==> config.mk <==
export PLATFORM = sky130hd
export DESIGN_NAME = rvvi_retire_serializer_flat
export DESIGN_NICKNAME = d
export VERILOG_FILES = /design/src/rtl/rvvi_retire_serializer_pkg.sv /design/src/rtl/rvvi_retire_serializer_if.sv /design/src/rtl/rvvi_retire_fifo.sv /design/src/rtl/rvvi_retire_serializer.sv /design/src/flat_wrapper.sv
export SDC_FILE = /design/constraint.sdc
export NUM_CORES = 2
export LEC_CHECK = 0
export ABC_AREA = 1
export CAP_MARGIN = 10
export CELL_PAD_IN_SITES_DETAIL_PLACEMENT = 1
export CELL_PAD_IN_SITES_GLOBAL_PLACEMENT = 1
export CORE_ASPECT_RATIO = 1.2
export CORE_MARGIN = 5
export CORE_UTILIZATION = 48
export CTS_CLUSTER_DIAMETER = 200
export DETAILED_ROUTE_END_ITERATION = 16
export GPL_ROUTABILITY_DRIVEN = 0
export MAX_ROUTING_LAYER = met4
export PLACE_DENSITY_LB_ADDON = 0.1
export SYNTH_ARGS = -nofsm -noshare
export SYNTH_HDL_FRONTEND = slang
export SYNTH_SLANG_ARGS = --single-unit
==> constraint.sdc <==
create_clock -name clk -period 36.5 [get_ports clk]
set_input_delay 7.3 -clock clk [delete_from_list [all_inputs] [get_ports clk]]
set_output_delay 7.3 -clock clk [all_outputs]
set_load 0.02 [all_outputs]
==> src/rtl/rvvi_retire_serializer_pkg.sv <==
// Shared constants, order-check states and GPR writeback decode for the RVVI retire serializer.
package rvvi_trace_pkg;

  localparam int RVVI_TRACE_VERSION_MAJOR = 1;
  localparam int RVVI_TRACE_VERSION_MINOR = 4;
  localparam int DROP_CNT_W = 16;

  typedef enum logic {
    UNSEEDED = 1'b0,
    SEEDED   = 1'b1
  } order_state_e;

  // Returns {we, rd}; x0 never counts as a write and the lowest other set bit wins.
  function automatic logic [5:0] gpr_decode(input logic [31:0] x_wb);
    logic [5:0] r;
    r = '0;
    for (int i = 31; i >= 1; i--) begin
      if (x_wb[i]) r = {1'b1, 5'(i)};
    end
    return r;
  endfunction

endpackage

==> src/rtl/rvvi_retire_serializer_if.sv <==
// Retire-group input and single-record output stream of the RVVI retire serializer.
interface rvvi_retire_serializer_if #(
  parameter int XLEN   = 32,
  parameter int ILEN   = 32,
  parameter int RETIRE = 2
);
  logic [RETIRE-1:0]      in_valid;
  logic [RETIRE*64-1:0]   in_order;
  logic [RETIRE*ILEN-1:0] in_insn;
  logic [RETIRE*XLEN-1:0] in_pc_rdata;
  logic [RETIRE*XLEN-1:0] in_pc_wdata;
  logic [RETIRE-1:0]      in_trap;
  logic [RETIRE-1:0]      in_halt;
  logic [RETIRE*2-1:0]    in_mode;
  logic [RETIRE*32-1:0]   in_x_wb;
  logic [RETIRE*XLEN-1:0] in_x_wdata;
  logic                   in_ready;

  logic                   out_valid;
  logic                   out_ready;
  logic [63:0]            out_order;
  logic [ILEN-1:0]        out_insn;
  logic [XLEN-1:0]        out_pc_rdata;
  logic [XLEN-1:0]        out_pc_wdata;
  logic                   out_trap;
  logic                   out_halt;
  logic [1:0]             out_mode;
  logic [4:0]             out_rd;
  logic                   out_rd_we;
  logic [XLEN-1:0]        out_rd_wdata;

  modport master (
    output in_valid, in_order, in_insn, in_pc_rdata, in_pc_wdata, in_trap, in_halt,
           in_mode, in_x_wb, in_x_wdata, out_ready,
    input  in_ready, out_valid, out_order, out_insn, out_pc_rdata, out_pc_wdata,
           out_trap, out_halt, out_mode, out_rd, out_rd_we, out_rd_wdata
  );

  modport slave (
    input  in_valid, in_order, in_insn, in_pc_rdata, in_pc_wdata, in_trap, in_halt,
           in_mode, in_x_wb, in_x_wdata, out_ready,
    output in_ready, out_valid, out_order, out_insn, out_pc_rdata, out_pc_wdata,
           out_trap, out_halt, out_mode, out_rd, out_rd_we, out_rd_wdata
  );
endinterface

==> src/rtl/rvvi_retire_fifo.sv <==
// Multi-write, single-read FIFO: valid write slots are packed lowest-index first into consecutive entries.
module rvvi_retire_fifo #(
  parameter int WIDTH = 8,
  parameter int DEPTH = 8,
  parameter int NWR   = 2
) (
  input  logic                   clk,
  input  logic                   rst_n,
  input  logic                   wr_en,
  input  logic [NWR-1:0]         wr_valid,
  input  logic [NWR*WIDTH-1:0]   wr_data,
  input  logic                   rd_en,
  output logic [WIDTH-1:0]       rd_data,
  output logic [$clog2(DEPTH):0] count
);
  localparam int AW = $clog2(DEPTH);
  localparam int CW = AW + 1;

  logic [WIDTH-1:0] mem [DEPTH];
  logic [AW-1:0]    wr_ptr;
  logic [AW-1:0]    rd_ptr;
  logic [AW-1:0]    wr_addr [NWR];
  logic [CW-1:0]    push_cnt;
  logic             pop;

  // Each valid slot lands at the write pointer plus the number of valid slots below it.
  always_comb begin
    push_cnt = '0;
    for (int i = 0; i < NWR; i++) begin
      wr_addr[i] = wr_ptr + push_cnt[AW-1:0];
      push_cnt   = push_cnt + CW'(wr_valid[i]);
    end
    if (!wr_en) push_cnt = '0;
  end

  assign pop     = rd_en && (count != '0);
  assign rd_data = mem[rd_ptr];

  always_ff @(posedge clk) begin
    for (int i = 0; i < NWR; i++) begin
      if (wr_en && wr_valid[i]) mem[wr_addr[i]] <= wr_data[i*WIDTH +: WIDTH];
    end
  end

  always_ff @(posedge clk or negedge rst_n) begin
    if (!rst_n) begin
      wr_ptr <= '0;
      rd_ptr <= '0;
      count  <= '0;
    end else begin
      wr_ptr <= wr_ptr + push_cnt[AW-1:0];
      rd_ptr <= rd_ptr + AW'(pop);
      count  <= count + push_cnt - CW'(pop);
    end
  end

endmodule

==> src/rtl/rvvi_retire_serializer.sv <==
// Serializes up to RETIRE retired-instruction records per cycle into one record per cycle, with order and overflow checks.
// Optional statistics ports are enabled by defining RVVI_RETIRE_SERIALIZER_STATS_EN.
module rvvi_retire_serializer
  import rvvi_trace_pkg::*;
#(
  parameter int XLEN   = 32,
  parameter int ILEN   = 32,
  parameter int RETIRE = 2,
  parameter int DEPTH  = 8
) (
  input  logic                   clk,
  input  logic                   rst_n,
  rvvi_retire_serializer_if.slave bus,
  output logic                   err_order,
  output logic [63:0]            err_order_exp,
  output logic [63:0]            err_order_got,
  output logic                   err_overflow,
  output logic [DROP_CNT_W-1:0]  drop_count
`ifdef RVVI_RETIRE_SERIALIZER_STATS_EN
  ,
  output logic [63:0]            stat_retired,
  output logic [31:0]            stat_traps,
  output logic [$clog2(DEPTH):0] stat_max_occ
`endif
);
  localparam int CW = $clog2(DEPTH) + 1;

  typedef struct packed {
    logic [63:0]     order;
    logic [ILEN-1:0] insn;
    logic [XLEN-1:0] pc_rdata;
    logic [XLEN-1:0] pc_wdata;
    logic            trap;
    logic            halt;
    logic [1:0]      mode;
    logic [4:0]      rd;
    logic            rd_we;
    logic [XLEN-1:0] rd_wdata;
  } rec_t;

  localparam int REC_W = $bits(rec_t);

  logic [RETIRE*REC_W-1:0] wr_data;
  logic [REC_W-1:0]        rd_data;
  logic [CW-1:0]           count;
  logic                    in_ready;
  logic                    out_valid;
  logic                    pop;
  logic                    overflow_hit;
  logic [2:0]              drop_n;
  logic [DROP_CNT_W:0]     drop_sum;
  rec_t                    head;
  rec_t                    slot_rec;
  logic [5:0]              slot_dec;
  order_state_e            state;
  order_state_e            state_next;
  logic [63:0]             expected;
  logic [63:0]             expected_next;
  logic                    err_hit;

  // Records carry the decoded GPR write so the head needs no further decode.
  always_comb begin
    wr_data  = '0;
    slot_rec = '0;
    slot_dec = '0;
    for (int i = 0; i < RETIRE; i++) begin
      slot_dec          = gpr_decode(bus.in_x_wb[i*32 +: 32]);
      slot_rec.order    = bus.in_order[i*64 +: 64];
      slot_rec.insn     = bus.in_insn[i*ILEN +: ILEN];
      slot_rec.pc_rdata = bus.in_pc_rdata[i*XLEN +: XLEN];
      slot_rec.pc_wdata = bus.in_pc_wdata[i*XLEN +: XLEN];
      slot_rec.trap     = bus.in_trap[i];
      slot_rec.halt     = bus.in_halt[i];
      slot_rec.mode     = bus.in_mode[i*2 +: 2];
      slot_rec.rd       = slot_dec[4:0];
      slot_rec.rd_we    = slot_dec[5];
      slot_rec.rd_wdata = bus.in_x_wdata[i*XLEN +: XLEN];
      wr_data[i*REC_W +: REC_W] = slot_rec;
    end
  end

  rvvi_retire_fifo #(
    .WIDTH (REC_W),
    .DEPTH (DEPTH),
    .NWR   (RETIRE)
  ) u_fifo (
    .clk      (clk),
    .rst_n    (rst_n),
    .wr_en    (in_ready),
    .wr_valid (bus.in_valid),
    .wr_data  (wr_data),
    .rd_en    (bus.out_ready),
    .rd_data  (rd_data),
    .count    (count)
  );

  // Space is judged on the registered count so a same-cycle pop never admits a group.
  assign in_ready     = (CW'(DEPTH) - count) >= CW'(RETIRE);
  assign out_valid    = count != '0;
  assign pop          = out_valid && bus.out_ready;
  assign head         = out_valid ? rec_t'(rd_data) : '0;
  assign overflow_hit = !in_ready && (|bus.in_valid);

  always_comb begin
    drop_n = '0;
    for (int i = 0; i < RETIRE; i++) drop_n = drop_n + 3'(bus.in_valid[i]);
  end

  assign drop_sum = {1'b0, drop_count} + (DROP_CNT_W+1)'(drop_n);

  assign bus.in_ready     = in_ready;
  assign bus.out_valid    = out_valid;
  assign bus.out_order    = head.order;
  assign bus.out_insn     = head.insn;
  assign bus.out_pc_rdata = head.pc_rdata;
  assign bus.out_pc_wdata = head.pc_wdata;
  assign bus.out_trap     = head.trap;
  assign bus.out_halt     = head.halt;
  assign bus.out_mode     = head.mode;
  assign bus.out_rd       = head.rd;
  assign bus.out_rd_we    = head.rd_we;
  assign bus.out_rd_wdata = head.rd_wdata;

  // After any pop the next expected order is this one plus one, so a gap resynchronises checking.
  always_comb begin
    state_next    = state;
    expected_next = expected;
    err_hit       = 1'b0;
    if (pop) begin
      expected_next = head.order + 64'd1;
      case (state)
        UNSEEDED: state_next = SEEDED;
        SEEDED:   err_hit    = head.order != expected;
      endcase
    end
  end

  always_ff @(posedge clk or negedge rst_n) begin
    if (!rst_n) begin
      state         <= UNSEEDED;
      expected      <= '0;
      err_order     <= 1'b0;
      err_order_exp <= '0;
      err_order_got <= '0;
      err_overflow  <= 1'b0;
      drop_count    <= '0;
    end else begin
      state    <= state_next;
      expected <= expected_next;
      if (err_hit) begin
        err_order <= 1'b1;
        if (!err_order) begin
          err_order_exp <= expected;
          err_order_got <= head.order;
        end
      end
      if (overflow_hit) begin
        err_overflow <= 1'b1;
        drop_count   <= drop_sum[DROP_CNT_W] ? {DROP_CNT_W{1'b1}} : drop_sum[DROP_CNT_W-1:0];
      end
    end
  end

`ifdef RVVI_RETIRE_SERIALIZER_STATS_EN
  always_ff @(posedge clk or negedge rst_n) begin
    if (!rst_n) begin
      stat_retired <= '0;
      stat_traps   <= '0;
      stat_max_occ <= '0;
    end else begin
      if (pop) stat_retired <= stat_retired + 64'd1;
      if (pop && head.trap) stat_traps <= stat_traps + 32'd1;
      if (count > stat_max_occ) stat_max_occ <= count;
    end
  end
`endif

endmodule

==> src/flat_wrapper.sv <==
// flat-port wrapper written by rule: the top's interface ports become plain ports
module rvvi_retire_serializer_flat import rvvi_trace_pkg::*;
#(
  parameter int XLEN   = 32,
  parameter int ILEN   = 32,
  parameter int RETIRE = 2,
  parameter int DEPTH  = 8
)
  (clk, rst_n, err_order, err_order_exp, err_order_got, err_overflow, drop_count, bus_in_valid, bus_in_order, bus_in_insn, bus_in_pc_rdata, bus_in_pc_wdata, bus_in_trap, bus_in_halt, bus_in_mode, bus_in_x_wb, bus_in_x_wdata, bus_out_ready, bus_in_ready, bus_out_valid, bus_out_order, bus_out_insn, bus_out_pc_rdata, bus_out_pc_wdata, bus_out_trap, bus_out_halt, bus_out_mode, bus_out_rd, bus_out_rd_we, bus_out_rd_wdata);
  rvvi_retire_serializer_if #(.XLEN(XLEN), .ILEN(ILEN), .RETIRE(RETIRE)) bus_i ();
  input  logic clk;
  input  logic rst_n;
  output logic err_order;
  output logic [63:0] err_order_exp;
  output logic [63:0] err_order_got;
  output logic err_overflow;
  output logic [DROP_CNT_W-1:0] drop_count;
  input wire logic [$bits(bus_i.in_valid)-1:0] bus_in_valid;
  input wire logic [$bits(bus_i.in_order)-1:0] bus_in_order;
  input wire logic [$bits(bus_i.in_insn)-1:0] bus_in_insn;
  input wire logic [$bits(bus_i.in_pc_rdata)-1:0] bus_in_pc_rdata;
  input wire logic [$bits(bus_i.in_pc_wdata)-1:0] bus_in_pc_wdata;
  input wire logic [$bits(bus_i.in_trap)-1:0] bus_in_trap;
  input wire logic [$bits(bus_i.in_halt)-1:0] bus_in_halt;
  input wire logic [$bits(bus_i.in_mode)-1:0] bus_in_mode;
  input wire logic [$bits(bus_i.in_x_wb)-1:0] bus_in_x_wb;
  input wire logic [$bits(bus_i.in_x_wdata)-1:0] bus_in_x_wdata;
  input wire logic [$bits(bus_i.out_ready)-1:0] bus_out_ready;
  output wire logic [$bits(bus_i.in_ready)-1:0] bus_in_ready;
  output wire logic [$bits(bus_i.out_valid)-1:0] bus_out_valid;
  output wire logic [$bits(bus_i.out_order)-1:0] bus_out_order;
  output wire logic [$bits(bus_i.out_insn)-1:0] bus_out_insn;
  output wire logic [$bits(bus_i.out_pc_rdata)-1:0] bus_out_pc_rdata;
  output wire logic [$bits(bus_i.out_pc_wdata)-1:0] bus_out_pc_wdata;
  output wire logic [$bits(bus_i.out_trap)-1:0] bus_out_trap;
  output wire logic [$bits(bus_i.out_halt)-1:0] bus_out_halt;
  output wire logic [$bits(bus_i.out_mode)-1:0] bus_out_mode;
  output wire logic [$bits(bus_i.out_rd)-1:0] bus_out_rd;
  output wire logic [$bits(bus_i.out_rd_we)-1:0] bus_out_rd_we;
  output wire logic [$bits(bus_i.out_rd_wdata)-1:0] bus_out_rd_wdata;
  assign bus_i.in_valid = bus_in_valid;
  assign bus_i.in_order = bus_in_order;
  assign bus_i.in_insn = bus_in_insn;
  assign bus_i.in_pc_rdata = bus_in_pc_rdata;
  assign bus_i.in_pc_wdata = bus_in_pc_wdata;
  assign bus_i.in_trap = bus_in_trap;
  assign bus_i.in_halt = bus_in_halt;
  assign bus_i.in_mode = bus_in_mode;
  assign bus_i.in_x_wb = bus_in_x_wb;
  assign bus_i.in_x_wdata = bus_in_x_wdata;
  assign bus_i.out_ready = bus_out_ready;
  assign bus_in_ready = bus_i.in_ready;
  assign bus_out_valid = bus_i.out_valid;
  assign bus_out_order = bus_i.out_order;
  assign bus_out_insn = bus_i.out_insn;
  assign bus_out_pc_rdata = bus_i.out_pc_rdata;
  assign bus_out_pc_wdata = bus_i.out_pc_wdata;
  assign bus_out_trap = bus_i.out_trap;
  assign bus_out_halt = bus_i.out_halt;
  assign bus_out_mode = bus_i.out_mode;
  assign bus_out_rd = bus_i.out_rd;
  assign bus_out_rd_we = bus_i.out_rd_we;
  assign bus_out_rd_wdata = bus_i.out_rd_wdata;
  rvvi_retire_serializer #(.XLEN(XLEN), .ILEN(ILEN), .RETIRE(RETIRE), .DEPTH(DEPTH)) u_core (.clk(clk), .rst_n(rst_n), .bus(bus_i), .err_order(err_order), .err_order_exp(err_order_exp), .err_order_got(err_order_got), .err_overflow(err_overflow), .drop_count(drop_count));
endmodule
After elaboration in Yosys (flattened, before gate mapping)
Memory sizes are Yosys's and may differ from the RTL's.
Index checks and enable logic that the tools add are counted.
{"block": "totals", "ff_bits": 221, "ramBits": 1616, "word_cells": 103, "mem_count": 1}
{"block": "op_classes", "n_addsub": 10, "order_cmp": 1, "n_eq_ne": 1, "muxes": 71, "n_bitwise": 1, "reduce_logical": 8}
{"name": "u_core.u_fifo.mem", "words": 8, "width": 202, "rd": 1, "rd_clocked_by_memory_dff": 0, "wr": 2, "line_no": "rvvi_retire_fifo.sv:19", "rtl": "logic [WIDTH-1:0] mem [DEPTH];"}
{"op": "6-bit 2-to-1 mux", "count": 62}
{"op": "202-bit 2-to-1 mux", "count": 1}
{"op": "64-bit by 1-bit adder with 64-bit output (second input constant)", "count": 1}
{"op": "64-bit != test", "count": 1}
{"op": "16-bit by 3-bit adder with 17-bit output", "count": 1}
{"op": "16-bit 2-to-1 mux", "count": 1}
{"op": "3-bit by 1-bit adder with 3-bit output", "count": 2}
{"op": "1-bit 2-to-1 mux", "count": 6}
{"op": "1-bit by 1-bit adder with 2-bit output", "count": 2}
{"op": "4-bit by 2-bit adder with 4-bit output", "count": 1}
{"op": "4-bit by 2-bit >= comparator with 1-bit output (second input constant)", "count": 1}
{"op": "1-bit logical AND", "count": 4}
{"op": "4-bit nonzero test", "count": 1}
{"op": "4-bit by 1-bit subtractor with 4-bit output", "count": 1}
{"op": "4-bit subtractor (first input constant)", "count": 1}
{"op": "3-bit by 2-bit adder with 3-bit output", "count": 1}
{"op": "2-bit 2-to-1 mux", "count": 1}
{"op": "2-bit AND reduction", "count": 1}
{"op": "2-bit OR reduction", "count": 1}
{"op": "1-bit logical NOT", "count": 1}
{"op": "1-bit NOT", "count": 1}

Longest topological paths before layout
{"block": "logic_depth", "depth_word": 31, "ltp_mapped": 33}

By module
A second synthesis with hierarchy kept.
{"block": "unflattened", "hier_cells": 14956, "area_unflattened_um2": 111186.6}
{"module": "rvvi_retire_fifo", "instances": 1, "cells_each": 13037, "area_per_inst_um2": 97941.4, "seq_area_each_um2": 48776.8}
{"module": "rvvi_retire_serializer", "instances": 1, "cells_each": 1919, "area_per_inst_um2": 13245.2, "seq_area_each_um2": 5280.1}

Least setup slack after synthesis
OpenSTA, ideal clock, no wires.
{"block": "synth_timing", "kind": "input to register", "startpoint": "in bus_in_valid[0]", "endpoint": "mem u_core.u_fifo.mem[0][0] in the netlist's numbering (enable)", "t_arrival_ns": 21.713, "path_slack_ns": 13.744, "cell_stages": 4, "path_cell_list": "inv_1 nor2_1 nand3_1 o21ai_0"}
{"item": "from (decl)", "line_no": "flat_wrapper.sv:18", "rtl": "input wire logic [$bits(bus_i.in_valid)-1:0] bus_in_valid;"}
{"item": "to (decl)", "line_no": "rvvi_retire_fifo.sv:19"}

Final worst setup path
{"block": "layout_timing", "startpoint": "reg u_core.u_fifo.rd_ptr[1]", "endpoint": "out bus_out_order[11]"}
{"block": "layout_between", "elab_chain_cells": 2}
{"item": "from (decl)", "line_no": "rvvi_retire_fifo.sv:21", "rtl": "logic [AW-1:0] rd_ptr;"}
{"item": "from (signal assigned)", "line_no": "rvvi_retire_fifo.sv:52", "rtl": "rd_ptr <= rd_ptr + AW'(pop);"}
{"item": "memory read 8 x 202 bit"}
{"item": "202-bit 2-to-1 mux", "line_no": "rvvi_retire_serializer.sv:101", "rtl": "assign head = out_valid ? rec_t'(rd_data) : '0;"}
{"item": "to (decl)", "line_no": "flat_wrapper.sv:31", "rtl": "output wire logic [$bits(bus_i.out_order)-1:0] bus_out_order;"}
Every way passes these cells.

==> summary.md <==
| Metric | Value |
|---|---|
| Gr ovfl total | `0` |
| Post-synth top cells | `o21ai_0, nand2_1, edfxtp_1` |
| Clock share of power | `0.198` |
| Largest buffer count on any clock path | `3` |
| Via count | `79000` |
| Simple-gate portion of the synthesized area | `0.155` |
| Post-Layout Cell Count | `13100` |
| Die ar. | `200000 um2` |
| Die X | `409 um` |
| Slowest CP cell | `buf_4` |
| Reg2reg start | `u_core.u_fifo.rd_ptr[0]` |
| Syn Std Cell Area | `91700 um2` |
| Dominant cell by count in the synthesized netlist | `o21ai_0` |
| Max Fclk | `76.1 MHz` |
| WHS Endpoint | `u_core.err_overflow` |
| Worst-Margin Slew | `1.19 ns` |
| # clock sinks | `1837` |
| Post-route antenna net violation count | `0` |
| Top-area cell type share of the netlist area | `0.529` |
| CTS Buf Count | `191` |
| Vias in the first global route | `82100` |
| Total wire length | `335000 um` |
| Reg2reg path depth | `14` |
| Gate power share | `0.463` |
| WHS | `0.470 ns` |
| Pwr Density | `92.9 nW/um2` |
| DR DRC count | `0` |
| Arrival time at the worst endpoint | `5.84 ns` |
| Compound-Gate Fraction of Synth Area | `0.181` |
| Area of the multi-input gates | `32000 um2` |
| Most common cell on crit path | `buf_4` |
| Post-synthesis mux area share | `0` |
| Die H | `489 um` |
| Largest net degree at the start of global routing | `322` |
| Max Cap Viol | `0` |
| Synth async-reset ratio | `0.120` |
| Via density | `6.03` |
| FF+latch count, synth | `1837` |
| Root buffer cell | `clkbuf_16` |
| Pins Over Slew Limit | `0` |
| Post-CTS Resized | `0` |
| EDFF count, synth | `1616` |
| Fin crit period | `13.14 ns` |
| Average wire per standard cell | `25.6 um` |
| Leakage | `41.3 nW` |
| CP Cell Sequence | `inv_8 -> buf_4 -> buf_4 -> o21ai_0 -> o221ai_1 -> nand2_1 -> nor2_4 -> clkdlybuf4s50_1` |
| Initial antenna violation count | `95` |
| Setup Buffers After CTS | `0` |
| CTS tree | `yes` |
| Worst Path Required | `29.20 ns` |
| Hold crit path type | `flop to flop` |
| VDD IR max | `0.126 mV` |
| Beginning of the worst hold path | `u_core.err_overflow` |
| Largest cells by area after synthesis | `edfxtp_1, o21ai_0, nand2_1` |
| Worst-Skew Late Latency | `0.85 ns` |
| Initial DRC count | `7140` |
| Outcome | `completed` |
| Storage cell area | `54100 um2` |
| Synth area leader | `edfxtp_1` |
| Final Cycle Share | `0.360` |
| Area Growth Syn to Fin | `16.2%` |
| Final setup TNS | `0 ns` |
| Clk slew on worst S/H paths | `0.06 ns` |
| Syn_nets | `10700` |
| Largest family of logic cells by synthesized area | `compound AO/OA/AOI/OAI gates` |
| GR Util All Layers | `0.334` |
| Startpoint Class | `flop` |
| Flop-to-flop setup slack | `29.26 ns` |
| Max Fanout on Critical Path | `129` |
| Internal power | `5.52 mW` |
| # IOs | `811` |
| Final setup viols | `0` |
| Synth Area per Inst | `9.01 um2` |
| Sequential Power Share | `0.339` |
| Adder-cell share of the synthesized area | `0.00311` |
| Synth cell types | `51` |
| RSZ-0062 raised after global routing | `no` |
| CP endpoint kind | `primary output` |
| XOR/XNOR share of the synthesized area | `0.00984` |
| Top FF cell, synth | `edfxtp_1` |
| Slew HR | `0.201` |
| Nets | `10800` |
| Placed insts | `12600` |
| H-tree depth | `4` |
| Initial Util | `0.483` |
| CP Class | `flop to primary output` |
| Share of cells above drive strength 1 | `0.0434` |
| Critical Path Max Stage Delay | `0.80 ns` |
| DP HPWL | `192000 um` |
| Fin util | `0.561` |
| Cells after Synth | `10200` |
| Final hold viol count | `0` |
| Drt first pass iters | `6` |
| Net Sw Frac | `0.442` |
| Clock Skew | `0.0395 ns` |
| First-pass GRT wire length | `496000 um` |
| # port buffers | `808` |
| Hold depth | `1` |
| Filler Cells Inserted | `21500` |
| Synth Warn # | `0` |
| # rows | `175` |
| Switching power | `4.37 mW` |
| Seq/Total Area, Yosys | `0.590` |
| Post-CTS Hold Buffers | `0` |
| Reg2reg end | `u_core.err_order_got[55]` |
| Area of the core | `190000 um2` |
## registers in the layout, indices dropped and copies added (netlist names), 3 cells and up
register              flops
u_core.u_fifo.count       4
u_core.err_order_got     64
u_core.u_fifo.rd_ptr      3
u_core.expected          64
u_core.u_fifo.mem      1616
u_core.drop_count        16
u_core.err_order_exp     64
u_core.u_fifo.wr_ptr      3
## worst max-delay path by stage
stage,cells after the start,slack (ns),start,end
floorplan,4,13.74,bus_in_valid[0],u_core.u_fifo.mem[0][0]
CTS,10,23.29,u_core.u_fifo.rd_ptr[1],bus_out_order[17]
detailed placement,12,22.71,bus_in_valid[0],u_core.u_fifo.mem[2][179]
global placement,12,22.78,bus_in_valid[0],u_core.u_fifo.mem[2][179]
global route,10,23.14,u_core.u_fifo.rd_ptr[1],bus_out_order[30]
finish,8,23.36,u_core.u_fifo.rd_ptr[1],bus_out_order[11]
## per-stage QoR
stage / total power, mW / area, um2 / setup WS, ns
6_report: 9.89 / 107000 / 23.36
5_1_grt: 10.4 / 106000 / 23.14
4_1_cts: 9.88 / 106000 / 23.29
3_5_place_dp: 7.91 / 100000 / 22.71
3_3_place_gp: 7.74 / 100000 / 22.78
2_1_floorplan: 6.36 / 91700 / 13.74
## metal layers
layer,wire [um],up-vias,track usage
met5,0,-,-
met1,132000,39900,0.403
li1,-,35400,-
met4,10300,0,0.115
met2,162000,3055,0.554
met3,30200,586,0.0791
## cell families (layout without fill, tap and decap cells)
logic type | Yosys count | count (layout)
adders and majority gates | 21 | 21
other | 0 | 99
xor gates and xnor gates | 103 | 103
AOI/OAI and AO/OA | 3173 | 3173
DFF | 1837 | 1837
buffers and inverters | 1403 | 1742
and+or+nand+nor | 3635 | 3635
## layout by cell type, fill, tap and decap left out, types with 22 or more instances in the layout
master / synthesis / routed
o221ai_1: 52 / 52
o21ai_1: 129 / 129
clkbuf_16: 0 / 199
nand3_1: 68 / 68
o22ai_1: 213 / 213
o21ai_0: 2598 / 2590
clkinv_1: 1 / 31
edfxtp_1: 1616 / 1616
a31oi_1: 140 / 140
nor2_1: 1236 / 1236
inv_1: 456 / 455
nand2_1: 2220 / 2218
dfrtp_1: 221 / 218
a21oi_1: 24 / 24
clkbuf_1: 664 / 61
clkdlybuf4s50_1: 0 / 807
xor2_1: 94 / 94
buf_4: 33 / 74
clkinv_2: 0 / 29
diode_2: 0 / 99
inv_2: 30 / 22
## cell type report
class                      instances  share of cell area
sequential                      1837               0.508
clock buffer                     276              0.0510
inverter                         488              0.0181
timing repair buffer             897              0.0840
clock inverter                    81             0.00697
tap                             2478              0.0291
antenna                           99             0.00233
multi-input combinational       6932               0.301
## power by group through the flow
stage	clock network (mW)	logic (mW)	registers, mW
2_1_floorplan	0	2.64	3.72
3_3_place_gp	0	4.39	3.35
3_5_place_dp	0	4.53	3.38
4_1_cts	1.97	4.57	3.35
5_1_grt	2.06	4.92	3.39
6_report	1.96	4.58	3.35
## worst max-delay path, delay by kind of cell (launching register included)
| kind | cells | cell delay, ns |
|---|---|---|
| AO/OA/AOI/OAI | 2 | 0.57 |
| buffers and inverters | 4 | 2.92 |
| flip-flops | 1 | 0.72 |
| AND/OR/NAND/NOR | 2 | 0.67 |
No activity file was read; power rests on OpenSTA's default activity.
